### config.mk
export PLATFORM = sky130hd
export DESIGN_NAME = sram_loader
export DESIGN_NICKNAME = d
export VERILOG_FILES = /design/src/rtl/sram_pkg.sv /design/src/rtl/sram_loader_uart_rx.sv /design/src/rtl/sram_loader.sv
export SDC_FILE = /design/constraint.sdc
export NUM_CORES = 1
export LEC_CHECK = 0
export ABC_AREA = 1
export CORE_MARGIN = 5
export CORE_UTILIZATION = 55
export CTS_CLUSTER_DIAMETER = 150
export DETAILED_ROUTE_END_ITERATION = 10
export HOLD_SLACK_MARGIN = 0.1
export PLACE_DENSITY_LB_ADDON = 0.12
export SLEW_MARGIN = 20
export SYNTH_ARGS = -nofsm -noshare
export SYNTH_HDL_FRONTEND = slang
export SYNTH_SLANG_ARGS = --single-unit
### constraint.sdc
create_clock -name CLK -period 2.1 [get_ports CLK]
set_input_delay 0.21 -clock CLK [delete_from_list [all_inputs] [get_ports CLK]]
set_output_delay 0.21 -clock CLK [all_outputs]
set_load 0.005 [all_outputs]
### src/rtl/sram_pkg.sv
// rtl/sram_pkg.sv - shared SRAM image constants and loader/UART state encodings
package sram_pkg;

  localparam int ADDR_W = 18;
  localparam int DATA_W = 16;
  localparam logic [3:0] END_OPCODE = 4'b0000;
  localparam logic [ADDR_W-1:0] ADDR_MAX = '1;

  typedef enum logic [2:0] {
    LD_LO,
    LD_HI,
    LD_SETUP,
    LD_PULSE,
    LD_HOLD,
    LD_DONE
  } ld_state_e;

  typedef enum logic [1:0] {
    RX_IDLE,
    RX_START,
    RX_DATA,
    RX_STOP
  } rx_state_e;

  // The player decodes the same opcode field, so keep the test in one place.
  function automatic logic is_end_word(input logic [DATA_W-1:0] w);
    return w[DATA_W-1 -: 4] == END_OPCODE;
  endfunction

endpackage

### src/rtl/sram_loader_uart_rx.sv
// rtl/sram_loader_uart_rx.sv - 8N1 UART receiver with centre sampling and stop-bit check
module uart_rx
  import sram_pkg::*;
#(
  parameter int CLKS_PER_BIT = 434
) (
  input  logic       clk,
  input  logic       rst_n,
  input  logic       rx,
  output logic [7:0] rx_byte,
  output logic       rx_valid,
  output logic       rx_frame_err
);

  localparam int CW = $clog2(CLKS_PER_BIT + 1);
  localparam logic [CW-1:0] HALF = CW'(CLKS_PER_BIT / 2 - 1);
  localparam logic [CW-1:0] FULL = CW'(CLKS_PER_BIT - 1);

  logic            sync1_q, sync2_q, prev_q;
  rx_state_e       state_q, state_d;
  logic [CW-1:0]   cnt_q, cnt_d;
  logic [2:0]      bit_q, bit_d;
  logic [7:0]      shift_q, shift_d;
  logic            valid_q, valid_d;
  logic            ferr_q, ferr_d;

  always_ff @(posedge clk or negedge rst_n) begin
    if (!rst_n) begin
      sync1_q <= 1'b1;
      sync2_q <= 1'b1;
      prev_q  <= 1'b1;
      state_q <= RX_IDLE;
      cnt_q   <= '0;
      bit_q   <= '0;
      shift_q <= '0;
      valid_q <= 1'b0;
      ferr_q  <= 1'b0;
    end else begin
      sync1_q <= rx;
      sync2_q <= sync1_q;
      prev_q  <= sync2_q;
      state_q <= state_d;
      cnt_q   <= cnt_d;
      bit_q   <= bit_d;
      shift_q <= shift_d;
      valid_q <= valid_d;
      ferr_q  <= ferr_d;
    end
  end

  always_comb begin
    state_d = state_q;
    cnt_d   = cnt_q + 1'b1;
    bit_d   = bit_q;
    shift_d = shift_q;
    valid_d = 1'b0;
    ferr_d  = 1'b0;
    case (state_q)
      RX_IDLE: begin
        cnt_d = '0;
        if (prev_q && !sync2_q) state_d = RX_START;
      end
      RX_START: begin
        // A start bit that is high again at mid-bit was only a glitch.
        if (cnt_q == HALF) begin
          cnt_d = '0;
          if (sync2_q) begin
            state_d = RX_IDLE;
          end else begin
            state_d = RX_DATA;
            bit_d   = '0;
          end
        end
      end
      RX_DATA: begin
        if (cnt_q == FULL) begin
          cnt_d   = '0;
          shift_d = {sync2_q, shift_q[7:1]};
          bit_d   = bit_q + 1'b1;
          if (bit_q == 3'd7) state_d = RX_STOP;
        end
      end
      RX_STOP: begin
        if (cnt_q == FULL) begin
          cnt_d   = '0;
          state_d = RX_IDLE;
          if (sync2_q) valid_d = 1'b1;
          else         ferr_d  = 1'b1;
        end
      end
      default: state_d = RX_IDLE;
    endcase
  end

  assign rx_byte      = shift_q;
  assign rx_valid     = valid_q;
  assign rx_frame_err = ferr_q;

endmodule

### src/rtl/sram_loader.sv
// rtl/sram_loader.sv - UART-fed program image writer for the external SRAM
module sram_loader
  import sram_pkg::*;
#(
  parameter int CLK_HZ    = 50000000,
  parameter int BAUD      = 115200,
  parameter int WE_CYCLES = 3
) (
  input  logic              CLK,
  input  logic              RST_N,
  input  logic              UART_RX,
  output logic              SRAM_WE,
  output logic              SRAM_CE,
  output logic              SRAM_OE,
  output logic              SRAM_LB,
  output logic              SRAM_UB,
  output logic [ADDR_W-1:0] SRAM_A,
  output logic [DATA_W-1:0] SRAM_DQ_O,
  output logic              SRAM_DQ_OE,
  output logic              LOAD_DONE,
  output logic              LOAD_ERR,
  output logic [ADDR_W-1:0] WORD_COUNT
);

  localparam int CLKS_PER_BIT = CLK_HZ / BAUD;
  localparam int PW = (WE_CYCLES > 1) ? $clog2(WE_CYCLES) : 1;
  localparam logic [PW-1:0] PULSE_LAST = PW'(WE_CYCLES - 1);

  logic [7:0] rx_byte;
  logic       rx_valid;
  logic       rx_frame_err;

  uart_rx #(
    .CLKS_PER_BIT(CLKS_PER_BIT)
  ) u_uart_rx (
    .clk         (CLK),
    .rst_n       (RST_N),
    .rx          (UART_RX),
    .rx_byte     (rx_byte),
    .rx_valid    (rx_valid),
    .rx_frame_err(rx_frame_err)
  );

  ld_state_e          state_q, state_d;
  logic               hold_full_q, hold_full_d;
  logic [7:0]         hold_byte_q, hold_byte_d;
  logic [DATA_W-1:0]  word_q, word_d;
  logic [ADDR_W-1:0]  addr_q, addr_d;
  logic [ADDR_W-1:0]  count_q, count_d;
  logic [PW-1:0]      pulse_q, pulse_d;
  logic               err_q, err_d;
  logic               done_q, done_d;
  logic               consume;
  logic               writing;

  logic               we_q, we_d;
  logic               en_q, en_d;
  logic               dq_oe_q, dq_oe_d;
  logic [ADDR_W-1:0]  a_q, a_d;
  logic [DATA_W-1:0]  dq_q, dq_d;

  always_ff @(posedge CLK or negedge RST_N) begin
    if (!RST_N) begin
      state_q     <= LD_LO;
      hold_full_q <= 1'b0;
      hold_byte_q <= '0;
      word_q      <= '0;
      addr_q      <= '0;
      count_q     <= '0;
      pulse_q     <= '0;
      err_q       <= 1'b0;
      done_q      <= 1'b0;
      we_q        <= 1'b1;
      en_q        <= 1'b1;
      dq_oe_q     <= 1'b0;
      a_q         <= '0;
      dq_q        <= '0;
    end else begin
      state_q     <= state_d;
      hold_full_q <= hold_full_d;
      hold_byte_q <= hold_byte_d;
      word_q      <= word_d;
      addr_q      <= addr_d;
      count_q     <= count_d;
      pulse_q     <= pulse_d;
      err_q       <= err_d;
      done_q      <= done_d;
      we_q        <= we_d;
      en_q        <= en_d;
      dq_oe_q     <= dq_oe_d;
      a_q         <= a_d;
      dq_q        <= dq_d;
    end
  end

  always_comb begin
    state_d     = state_q;
    hold_full_d = hold_full_q;
    hold_byte_d = hold_byte_q;
    word_d      = word_q;
    addr_d      = addr_q;
    count_d     = count_q;
    pulse_d     = pulse_q;
    err_d       = err_q;
    consume     = 1'b0;

    case (state_q)
      LD_LO: begin
        if (hold_full_q) begin
          word_d[7:0] = hold_byte_q;
          consume     = 1'b1;
          state_d     = LD_HI;
        end
      end
      LD_HI: begin
        if (hold_full_q) begin
          word_d[15:8] = hold_byte_q;
          consume      = 1'b1;
          state_d      = LD_SETUP;
        end
      end
      LD_SETUP: begin
        pulse_d = '0;
        state_d = LD_PULSE;
      end
      LD_PULSE: begin
        if (pulse_q == PULSE_LAST) state_d = LD_HOLD;
        else                       pulse_d = pulse_q + 1'b1;
      end
      LD_HOLD: begin
        count_d = count_q + 1'b1;
        if (is_end_word(word_q)) begin
          state_d = LD_DONE;
        end else if (addr_q == ADDR_MAX) begin
          err_d   = 1'b1;
          state_d = LD_DONE;
        end else begin
          addr_d  = addr_q + 1'b1;
          state_d = LD_LO;
        end
      end
      LD_DONE: ;
      default: state_d = LD_LO;
    endcase

    if (consume) hold_full_d = 1'b0;

    // Once the image is loaded the line is ignored entirely, errors included.
    if (state_q != LD_DONE) begin
      if (rx_frame_err) err_d = 1'b1;
      if (rx_valid) begin
        if (hold_full_q && !consume) begin
          err_d = 1'b1;
        end else begin
          hold_full_d = 1'b1;
          hold_byte_d = rx_byte;
        end
      end
    end

    done_d  = (state_d == LD_DONE);
    writing = (state_d == LD_SETUP) || (state_d == LD_PULSE) || (state_d == LD_HOLD);
    we_d    = (state_d != LD_PULSE);
    en_d    = !writing;
    dq_oe_d = writing;
    a_d     = writing ? addr_d : '0;
    dq_d    = writing ? word_d : '0;
  end

  assign SRAM_WE    = we_q;
  assign SRAM_CE    = en_q;
  assign SRAM_OE    = 1'b1;
  assign SRAM_LB    = en_q;
  assign SRAM_UB    = en_q;
  assign SRAM_A     = a_q;
  assign SRAM_DQ_O  = dq_q;
  assign SRAM_DQ_OE = dq_oe_q;
  assign LOAD_DONE  = done_q;
  assign LOAD_ERR   = err_q;
  assign WORD_COUNT = count_q;

endmodule

Word-level counts from Yosys, hierarchy flattened

Index checks and enable logic that the tools add are counted.

Register bits: 132
Input bits: 3
Output and inout port bits: 60

Add/subtract/negate cells: 5
Eq/ne operators: 26
Mux-type cells: 50
Bitwise logic cells: 1
Reductions and logical operators: 19

Operators with widths:

| operator                                            | number |
|---|---|
| two-way mux 18 bit                                  | 4 |
| adder 18 x 1 -> 18 bit, second input constant       | 2 |
| two-way mux 8 bit                                   | 4 |
| one-hot mux 9 bit (3 select lines)                  | 1 |
| two-way mux 3 bit                                   | 8 |
| two-way mux 1 bit                                   | 19 |
| equality test 18 bit, second input constant         | 1 |
| two-way mux 9 bit                                   | 2 |
| one-hot mux 3 bit (6 select lines)                  | 1 |
| two-way mux 16 bit                                  | 1 |
| equality test 3 bit, second input constant          | 5 |
| two-way mux 2 bit                                   | 7 |
| equality test 3 x 2 -> 1 bit, second input constant | 4 |
| != test 2 x 1 -> 1 bit, second input constant       | 5 |
| adder 9 x 1 -> 9 bit, second input constant         | 1 |
| equality test 9 x 8 -> 1 bit, second input constant | 1 |
| equality test 9 bit, second input constant          | 1 |
| one-hot mux 2 bit (4 select lines)                  | 1 |
| equality test 2 bit, second input constant          | 3 |
| one-hot mux 3 bit (2 select lines)                  | 1 |
| AND reduction 5 bit                                 | 1 |
| logical NOT 4 bit                                   | 1 |
| != test 2 bit, second input constant                | 2 |
| one-hot mux 2 bit (2 select lines)                  | 1 |
| other kinds (17)                                    | 24 |

Depth between registers and ports, before layout

Gate-level depths: netlist of the first run.

Depth after elaboration: 8
Mapped depth: 11

Modules after synthesis

From an unflattened synthesis of the first run, not the netlist that was laid out.

Cell total of the unflattened synthesis: 597
Area, all modules: 5764.3 sq um

By module, submodules not included:

| module      | instances | cells each | area each (sq um) | sequential area each (sq um) |
|---|---|---|---|---|
| sram_loader | 1         | 453        | 4496.8            | 2630.0 |
| uart_rx     | 1         | 144        | 1267.5            | 679.4 |

Worst setup path before layout of the first run

No wires, ideal clock.

Path kind: reg2reg
Start: register addr_q[0]
End: register a_q[1] (netlist: SRAM_A[1])
Setup time: 0.119 ns
Arrival time: 1.490 ns
Required time: 1.981 ns
Path slack: 0.491 ns
Cell stages (with the launch flop): 10
Cell sequence: dfrtp_1 -> ha_1 -> nand3_4 -> nor2_8 -> nand3_4 -> nand2_8 -> inv_4 -> or2_1 -> o21ai_2 -> nor2_2

Word-level cells in the longest chain between the ends: 8
Elaborated cells on any way between the ends: 14
Classes of those cells: add/sub: 1; eq/ne: 4; mux: 7; reduce/logical: 2

Ends and longest elaborated chain:

| item                               | line               | RTL |
|---|---|---|
| start: declaration                 | sram_loader.sv:48  | `logic [ADDR_W-1:0] addr_q, addr_d;` |
| start signal: assignment           | sram_loader.sv:83  | `addr_q <= addr_d;` |
| equality test 18 bit               | sram_loader.sv:134 | `end else if (addr_q == ADDR_MAX) begin` |
| two-way mux 3 bit                  | sram_loader.sv:134 |  |
| two-way mux 3 bit                  | sram_loader.sv:132 | `if (is_end_word(word_q)) begin` |
| one-hot mux 3 bit (6 select lines) | sram_loader.sv:107 | `case (state_q)` |
| equality test 3 x 2 -> 1 bit       | sram_loader.sv:162 | `writing = (state_d == LD_SETUP) \|\| (state_d == LD_PULSE) \|\| (state_d == LD_HOLD);` |
| logical OR 1 bit (2 in series)     | sram_loader.sv:162 |  |
| two-way mux 18 bit (*)             | sram_loader.sv:166 | `a_d = writing ? addr_d : '0;` |
| net a_d[1]                         | sram_loader.sv:59  | `logic [ADDR_W-1:0] a_q, a_d;` |
| end signal: assignment             | sram_loader.sv:76  | `a_q <= '0;` |
| end signal: assignment             | sram_loader.sv:91  | `a_q <= a_d;` |
| end: declaration                   | sram_loader.sv:59  |  |

The timed path passes the listed nets; every way through them passes the cells marked *.
A chain may end at the register's enable or synchronous reset.

Final worst setup path of the first run

Start: register count_q[5] (netlist: WORD_COUNT[5])
End: output WORD_COUNT[5]

RTL lines:

| item                     | line              | RTL |
|---|---|---|
| start: declaration       | sram_loader.sv:49 | `logic [ADDR_W-1:0] count_q, count_d;` |
| start signal: assignment | sram_loader.sv:84 | `count_q <= count_d;` |
| end: declaration         | sram_loader.sv:22 | `output logic [ADDR_W-1:0] WORD_COUNT` |

No word-level cell between the ends.

==> results of run 1 <==
## flip-flops by register name, indices dropped and copies added (netlist names), 2 cells and up, named ones only
signal,count
pulse_q,2
u_uart_rx.bit_q,3
SRAM_A,18
hold_byte_q,8
WORD_COUNT,18
u_uart_rx.cnt_q,9
word_q,16
u_uart_rx.rx_byte,8
SRAM_DQ_O,16
addr_q,18
state_q,3
## cells by family (layout without fill, tap and decap cells)
kind of cell | Yosys count | in the layout | synth area share (%)
AND/OR/NAND/NOR | 246 | 246 | 21.79
flip-flops | 132 | 132 | 57.53
buffers and inverters | 104 | 192 | 7.742
AO/OA/AOI/OAI | 76 | 76 | 7.504
XOR/XNOR | 23 | 23 | 3.632
adder cells (fa/ha/maj) | 8 | 8 | 1.740
other | 1 | 1 | 0.06518
## final timing paths
kind / cells after the start / end / slack [ps]
min in group CLK: 0 / u_uart_rx.sync2_q / 360
hold / removal: 2 / WORD_COUNT[8] / 210
hold reg to reg: 0 / u_uart_rx.sync2_q / 360
setup / recovery: 1 / WORD_COUNT[5] / 300
max in group asynchronous: 3 / SRAM_CE / 1210
setup reg to reg: 9 / SRAM_A[1] / 300
## cells in the mapped netlist (2+ instances only)
cell type  instances
nor2_8             2
xor2_1            13
xnor2_1            9
o21a_1             4
nand4_1            8
dfrtp_1          127
o21ai_1           12
buf_6              3
inv_2             18
clkbuf_1           2
nor3_1            10
a21oi_1           17
nand2_1          123
buf_2              3
inv_4              2
nor4_1             2
nand2_4            3
nor2_4             6
nand2_2            4
nor2_2             5
o21ai_0           32
or2_1              5
nand3_2            3
nand3_4            3
buf_4              3
inv_1             71
dfstp_2            5
o211ai_1           2
nor2_1            37
ha_1               8
nand3_1           26
## layout make-up
cell class / instances / area share (%)
clock buffer: 23 / 6.400
clock inverter: 9 / 2.122
timing repair buffer: 67 / 9.574
sequential: 132 / 46.38
tap: 136 / 2.385
multi-input combinational: 354 / 28.00
inverter: 93 / 5.138
## routing by layer
layer	GRT usage (%)	routed length, µm	part of all wire (%)	up-vias
li1	-	-	-	2017
met1	24.04	4879	45	1918
met2	30.91	5408	50	53
met3	5.984	403	3.7	12
met4	6.410	111	1.0	0
met5	0	0	0	-
## power groups by stage
stage                     Combinational [mW]  Sequential (mW)  Clock [mW]
after floorplan                        0.215             2.68           0
after global placement                 0.313             2.69           0
after detailed placement               0.336             2.69           0
after CTS                              0.336             2.65        3.08
after global routing                   0.385             2.66        3.22
final                                  0.330             2.65        3.02
## metrics by stage
stage,util (%),hold slack [ps],instances
2_1_floorplan,-,-85.59,590
3_3_place_gp,63.32,218.2,780
3_5_place_dp,63.32,222.6,780
4_1_cts,69.43,212.5,814
5_1_grt,69.43,242.4,814
6_report,69.43,206.2,814
## what timing repair did
item,4_1_cts,5_1_grt
hold buffers,2,0
resized for setup,0,0
endpoints found under the hold margin,54,0
==> key figures, run 1 <==
Logic synthesis
  • Yosys top cell area share: 55.24%
  • Mean Syn Cell Area: 9.751 µm²
  • Post-synth cell types: 53
  • Seq cells post-synth: 132
  • Ranking of synthesized cells by area: dfrtp_1 55%, nand2_1 8.0%, inv_1 4.6%, o21ai_0 2.8%, nor2_1 2.4%
  • Sequential-to-total area share from yosys stat: 57.53%
  • Cells after Synth: 590
  • Ys flop type: dfrtp_1
  • Synth Cell Area: 0.005753 mm²
  • Mapped Nets: 601
  • Post-synth EDFFs: 0
  • Synth area leader: dfrtp_1
  • Yosys warning count: 0
  • Post-synthesis async set-or-reset flop share: 100.0%

Die
  • Horiz. Die Dim: 112.3 µm
  • Io pins: 63
  • Row count: 37
  • Die Area: 0.01261 mm²
  • Die Span Y: 112.3 µm
  • Core area: 0.01028 mm²
  • Initial core utilization: 55.98%

Critical path
  • Worst r2r src: addr_q[0]
  • CP max stage cell: clkdlybuf4s50_1
  • Worst path max stage delay: 560 ps
  • CP bufs+invs: 1
  • CP cell instances: clkdlybuf4s50_1
  • Critical path type: reg -> out
  • Worst path arrival time: 1590 ps
  • Critical path fanouts, max: 8
  • CP Capture Type: primary output
  • Req. time, crit path: 1890 ps
  • Worst setup path startpoint: WORD_COUNT[5]
  • Crit path launch type: flip-flop
  • CP top delay family: buffers and inverters

Layout
  • N_diodes: 0
  • Most frequent cells in the layout: 127 x dfrtp_1, 123 x nand2_1, 71 x inv_1, 60 x clkdlybuf4s50_1, 37 x nor2_1
  • Finished Cell Area: 0.007136 mm²
  • Synth-to-Final Area Change: 24.03%
  • Ratio of cells with drive above 1 in the final layout: 14.16%
  • Filler cell count: 803
  • Register area: 0.003309 mm²
  • Most common cell after layout, fill and taps aside: dfrtp_1
  • Final nets: 676
  • Multi-input logic area: 0.001998 mm²

Worst hold path
  • Hold Crit Class: in -> async

Clock tree
  • CTS Buf Count: 17
  • Clock Latency Late Sink: 520 ps
  • Clock transition at path regs: 60 ps
  • CTS sink cnt: 132
  • Clock root cell: clkbuf_8
  • Setup Buffers After CTS: 0
  • CTS Buffer Depth: 2
  • H-tree depth: 4
  • TritonCTS clock tree: yes

Global routing
  • Largest net degree at the start of global routing: 50
  • Aggregate global routing overflow: 0
  • Overall routing resource usage: 18.93%
  • Global-route wire length before repair: 19110 µm
  • Vias in the first global route: 4062
  • Initial antenna violation count: 0

Detailed routing
  • DRC: 0
  • Via count: 4000
  • Final wirelength: 10800 µm
  • Detailed router's first-iteration violation count: 191
  • Vias per cell: 4.914
  • WL/cell: 13.27 µm
  • ANT nets after route: 0
  • TritonRoute pass-1 iters: 4

Job
  • Max Cap Violations: 0

Timing
  • Setup_tns: 0 ps
  • Slew at the pin closest to its max-slew limit: 528.8 ps
  • Minimum clock period: 1801 ps
  • Final Hold Vio Count: 0
  • Final Max Tran Viols: 0
  • Fin Clk Skew: 4.707 ps
  • Slew HR: 64.75%
  • Finish-stage setup viols: 0
  • Max Fclk: 555.1 MHz
  • RSZ-0062 raised after global routing: false
  • Setup WS post-layout: 298.6 ps
  • Final period util: 85.78%

Pwr
  • P_sw: 1.317 mW
  • Internal power: 4.682 mW
  • Max VDD drop: 656.4 µV
  • Lkg Pwr: 3.425 nW
  • Seq pwr share: 44.2%
  • Overall power: 5.999 mW
  • Pwr dens: 840.7 mW/mm²
  • Switching Fraction: 21.96%
  • Clock share of power: 50.3%
  • Combinational share of power: 5.5%

Place
  • RD Place Congestion: 0.8218
  • Port-buffer cells: 61
  • Pre-CTS WS: 361.3 ps
  • Post-DP HPWL: 7664 µm
  • Placed inst area: 0.006507 mm²

Run status
  • Status: completed
Note: power is estimated with default switching activity, not from simulation.
==> run 2: changes to the inputs <==
--- a/config.mk
+++ b/config.mk
@@ -10,8 +10,9 @@
 export CORE_UTILIZATION = 55
 export CTS_CLUSTER_DIAMETER = 150
 export DETAILED_ROUTE_END_ITERATION = 10
+export GPL_TIMING_DRIVEN = 0
 export HOLD_SLACK_MARGIN = 0.1
-export PLACE_DENSITY_LB_ADDON = 0.12
+export PLACE_DENSITY = 0.78
 export SLEW_MARGIN = 20
 export SYNTH_ARGS = -nofsm -noshare
 export SYNTH_HDL_FRONTEND = slang
==> run 2 against run 1 <==
Combinational power is 4% higher. Hold slack better by 92 ps. Critical endpoint is now SRAM_LB. Non-clock buffer count up 8. Clock skew grew 10 ps. Sequential power barely moved. Critical path depth up 1. Cell count increased by 0.98%. Register-to-register slack worse by 50 ps. Via count rose by 3.1%. Critical path type unchanged.
==> key figures, run 2 (synthesis gave the netlist of run 1 again) <==
Run status
  • Status: completed (unchanged)

Timing
  • Finish-stage setup viols: 0 (unchanged)
  • Slew at the pin closest to its max-slew limit: 706.9 ps (was 528.8 ps)
  • Final Hold Vio Count: 0 (unchanged)
  • Fin Clk Skew: 14.78 ps (was 4.707 ps)
  • Minimum clock period: 1853 ps (was 1801 ps)
  • Max Fclk: 539.7 MHz (was 555.1 MHz)
  • RSZ-0062 raised after global routing: false (unchanged)
  • Slew HR: 52.87% (was 64.75%)
  • Final period util: 88.24% (was 85.78%)
  • Final Max Tran Viols: 0 (unchanged)

Critical path
  • Worst path depth: 2 (was 1)
  • CP bufs+invs: 2 (was 1)
  • Crit path launch type: flip-flop (unchanged)
  • Worst path max stage delay: 530 ps (was 560 ps)
  • Critical path type: reg -> out (unchanged)
  • CP max stage cell: dfstp_2 (was clkdlybuf4s50_1)
  • Reg2Reg Depth: 8 (was 9)
  • Worst path arrival time: 1640 ps (was 1590 ps)
  • Critical path fanouts, max: 3 (was 8)
  • CP Capture Type: primary output (unchanged)
  • Req. time, crit path: 1890 ps (about the same)
  • CP cell instances: buf_4, clkdlybuf4s50_1 (was clkdlybuf4s50_1)
  • CP top delay family: buffers and inverters (unchanged)

Clock tree
  • Clock transition at path regs: 50 ps (was 60 ps)
  • TritonCTS clock tree: yes (unchanged)
  • Clock root cell: clkbuf_8 (unchanged)
  • CTS Buf Count: 17 (unchanged)
  • H-tree depth: 4 (unchanged)
  • Clock Latency Late Sink: 530 ps (was 520 ps)
  • CTS sink cnt: 132 (unchanged)
  • CTS Buffer Depth: 2 (unchanged)

Worst hold path
  • Hold Crit Class: in -> async (unchanged)

Detailed routing
  • WL/cell: 13.57 µm (was 13.27 µm)
  • Final wirelength: 11150 µm (was 10800 µm)
  • Via count: 4124 (was 4000)
  • Vias per cell: 5.017 (was 4.914)
  • TritonRoute pass-1 iters: 5 (was 4)
  • DRC: 0 (unchanged)
  • Detailed router's first-iteration violation count: 223 (was 191)
  • ANT nets after route: 0 (unchanged)

Global routing
  • Largest net degree at the start of global routing: 81 (was 50)
  • Initial antenna violation count: 0 (unchanged)
  • Overall routing resource usage: 18.93% (about the same)
  • Aggregate global routing overflow: 0 (unchanged)
  • Vias in the first global route: 4149 (was 4062)
  • Global-route wire length before repair: 19140 µm (was 19110 µm)

Die
  • Row count: 37 (unchanged)
  • Io pins: 63 (unchanged)
  • Die Span Y: 112.3 µm (unchanged)
  • Die Area: 0.01261 mm² (unchanged)
  • Initial core utilization: 55.98% (unchanged)
  • Horiz. Die Dim: 112.3 µm (unchanged)
  • Core area: 0.01028 mm² (unchanged)

Layout
  • Finished Cell Area: 0.007177 mm² (was 0.007136 mm²)
  • Synth-to-Final Area Change: 24.75% (was 24.03%)
  • Register area: 0.003309 mm² (unchanged)
  • Final nets: 684 (was 676)
  • Most frequent cells in the layout: 127 x dfrtp_1, 123 x nand2_1, 71 x inv_1, 60 x clkdlybuf4s50_1, 37 x nor2_1 (unchanged)
  • N_diodes: 0 (unchanged)
  • Filler cell count: 750 (was 803)
  • Most common cell after layout, fill and taps aside: dfrtp_1 (unchanged)
  • Ratio of cells with drive above 1 in the final layout: 14.72% (was 14.16%)
  • Multi-input logic area: 0.001998 mm² (unchanged)
  • Final Core Density: 69.83% (was 69.43%)

Pwr
  • Pwr dens: 822.1 mW/mm² (was 840.7 mW/mm²)
  • Max VDD drop: 767.1 µV (was 656.4 µV)
  • Lkg Pwr: 3.454 nW (was 3.425 nW)

Job
  • Max Cap Violations: 0 (unchanged)

Place
  • Placed inst area: 0.006563 mm² (was 0.006507 mm²)
  • RD Place Congestion: 0.8519 (was 0.8218)
  • Port-buffer cells: 61 (unchanged)
  • Post-DP HPWL: 7970 µm (was 7664 µm)
run 2: where the power goes:
group / total [mW] / switching (mW) / internal (mW)
Clock: 2.91 / 0.999 / 1.91
Sequential: 2.65 / 0.0498 / 2.60
Combinational: 0.342 / 0.245 / 0.0968
run 2: through the flow:
stage | cells | worst slack (ps) | hold slack (ps) | setup TNS (ps) | power [mW]
4_1_cts | 822 | 217.6 | 303.5 | 0 | 5.943
2_1_floorplan | 590 | 491.1 | -85.59 | 0 | 2.892
3_3_place_gp | 787 | -4091 | 345.7 | -530820 | 2.993
6_report | 822 | 247.0 | 298.6 | 0 | 5.900
5_1_grt | 822 | 146.4 | 362.5 | 0 | 6.119
3_5_place_dp | 788 | 340.4 | 292.8 | 0 | 3.018
run 2: path summary, 6_finish.rpt:
path | to | startpoint | slack, ps
min in group CLK | u_uart_rx.sync2_q | u_uart_rx.sync1_q | 350
setup reg to reg | u_uart_rx.rx_byte[1] | u_uart_rx.cnt_q[1] | 250
hold / removal | WORD_COUNT[8] | RST_N | 300
hold reg to reg | u_uart_rx.sync2_q | u_uart_rx.sync1_q | 350
max in group asynchronous | u_uart_rx.sync1_q | RST_N | 1040
setup / recovery | SRAM_LB | SRAM_CE | 250
run 2: timing repair:
item,CTS,global route
endpoints found under the hold margin,79,0
buffers inserted,0,0
gates resized for setup,0,0
hold buffers,2,0
run 2: worst reg2reg max path: stages (launching register included):
cell and delay, ps:
dfrtp_1 370, inv_1 100, ha_1 160, inv_1 60, nor3_1 150, nand3_1 120
nor2_1 350, buf_2 280, o21ai_0 120
run 2: final cells by class:
cell class                 instances  area share, %
tap                              136          2.371
inverter                          93          5.108
sequential                       132          46.11
clock buffer                      29          7.374
timing repair buffer              64          9.188
clock inverter                     3         0.9066
buffer                            11          1.098
multi-input combinational        354          27.84
run 2: per-layer routing:
layer  global-route usage [%]  share of wire, %  vias to the layer above
li1                         -                 -                     2028
met1                    22.98                42                     1985
met2                    32.06                52                       94
met3                    5.337               4.5                       17
met4                    7.452               1.5                        0
met5                        0                 0                        -
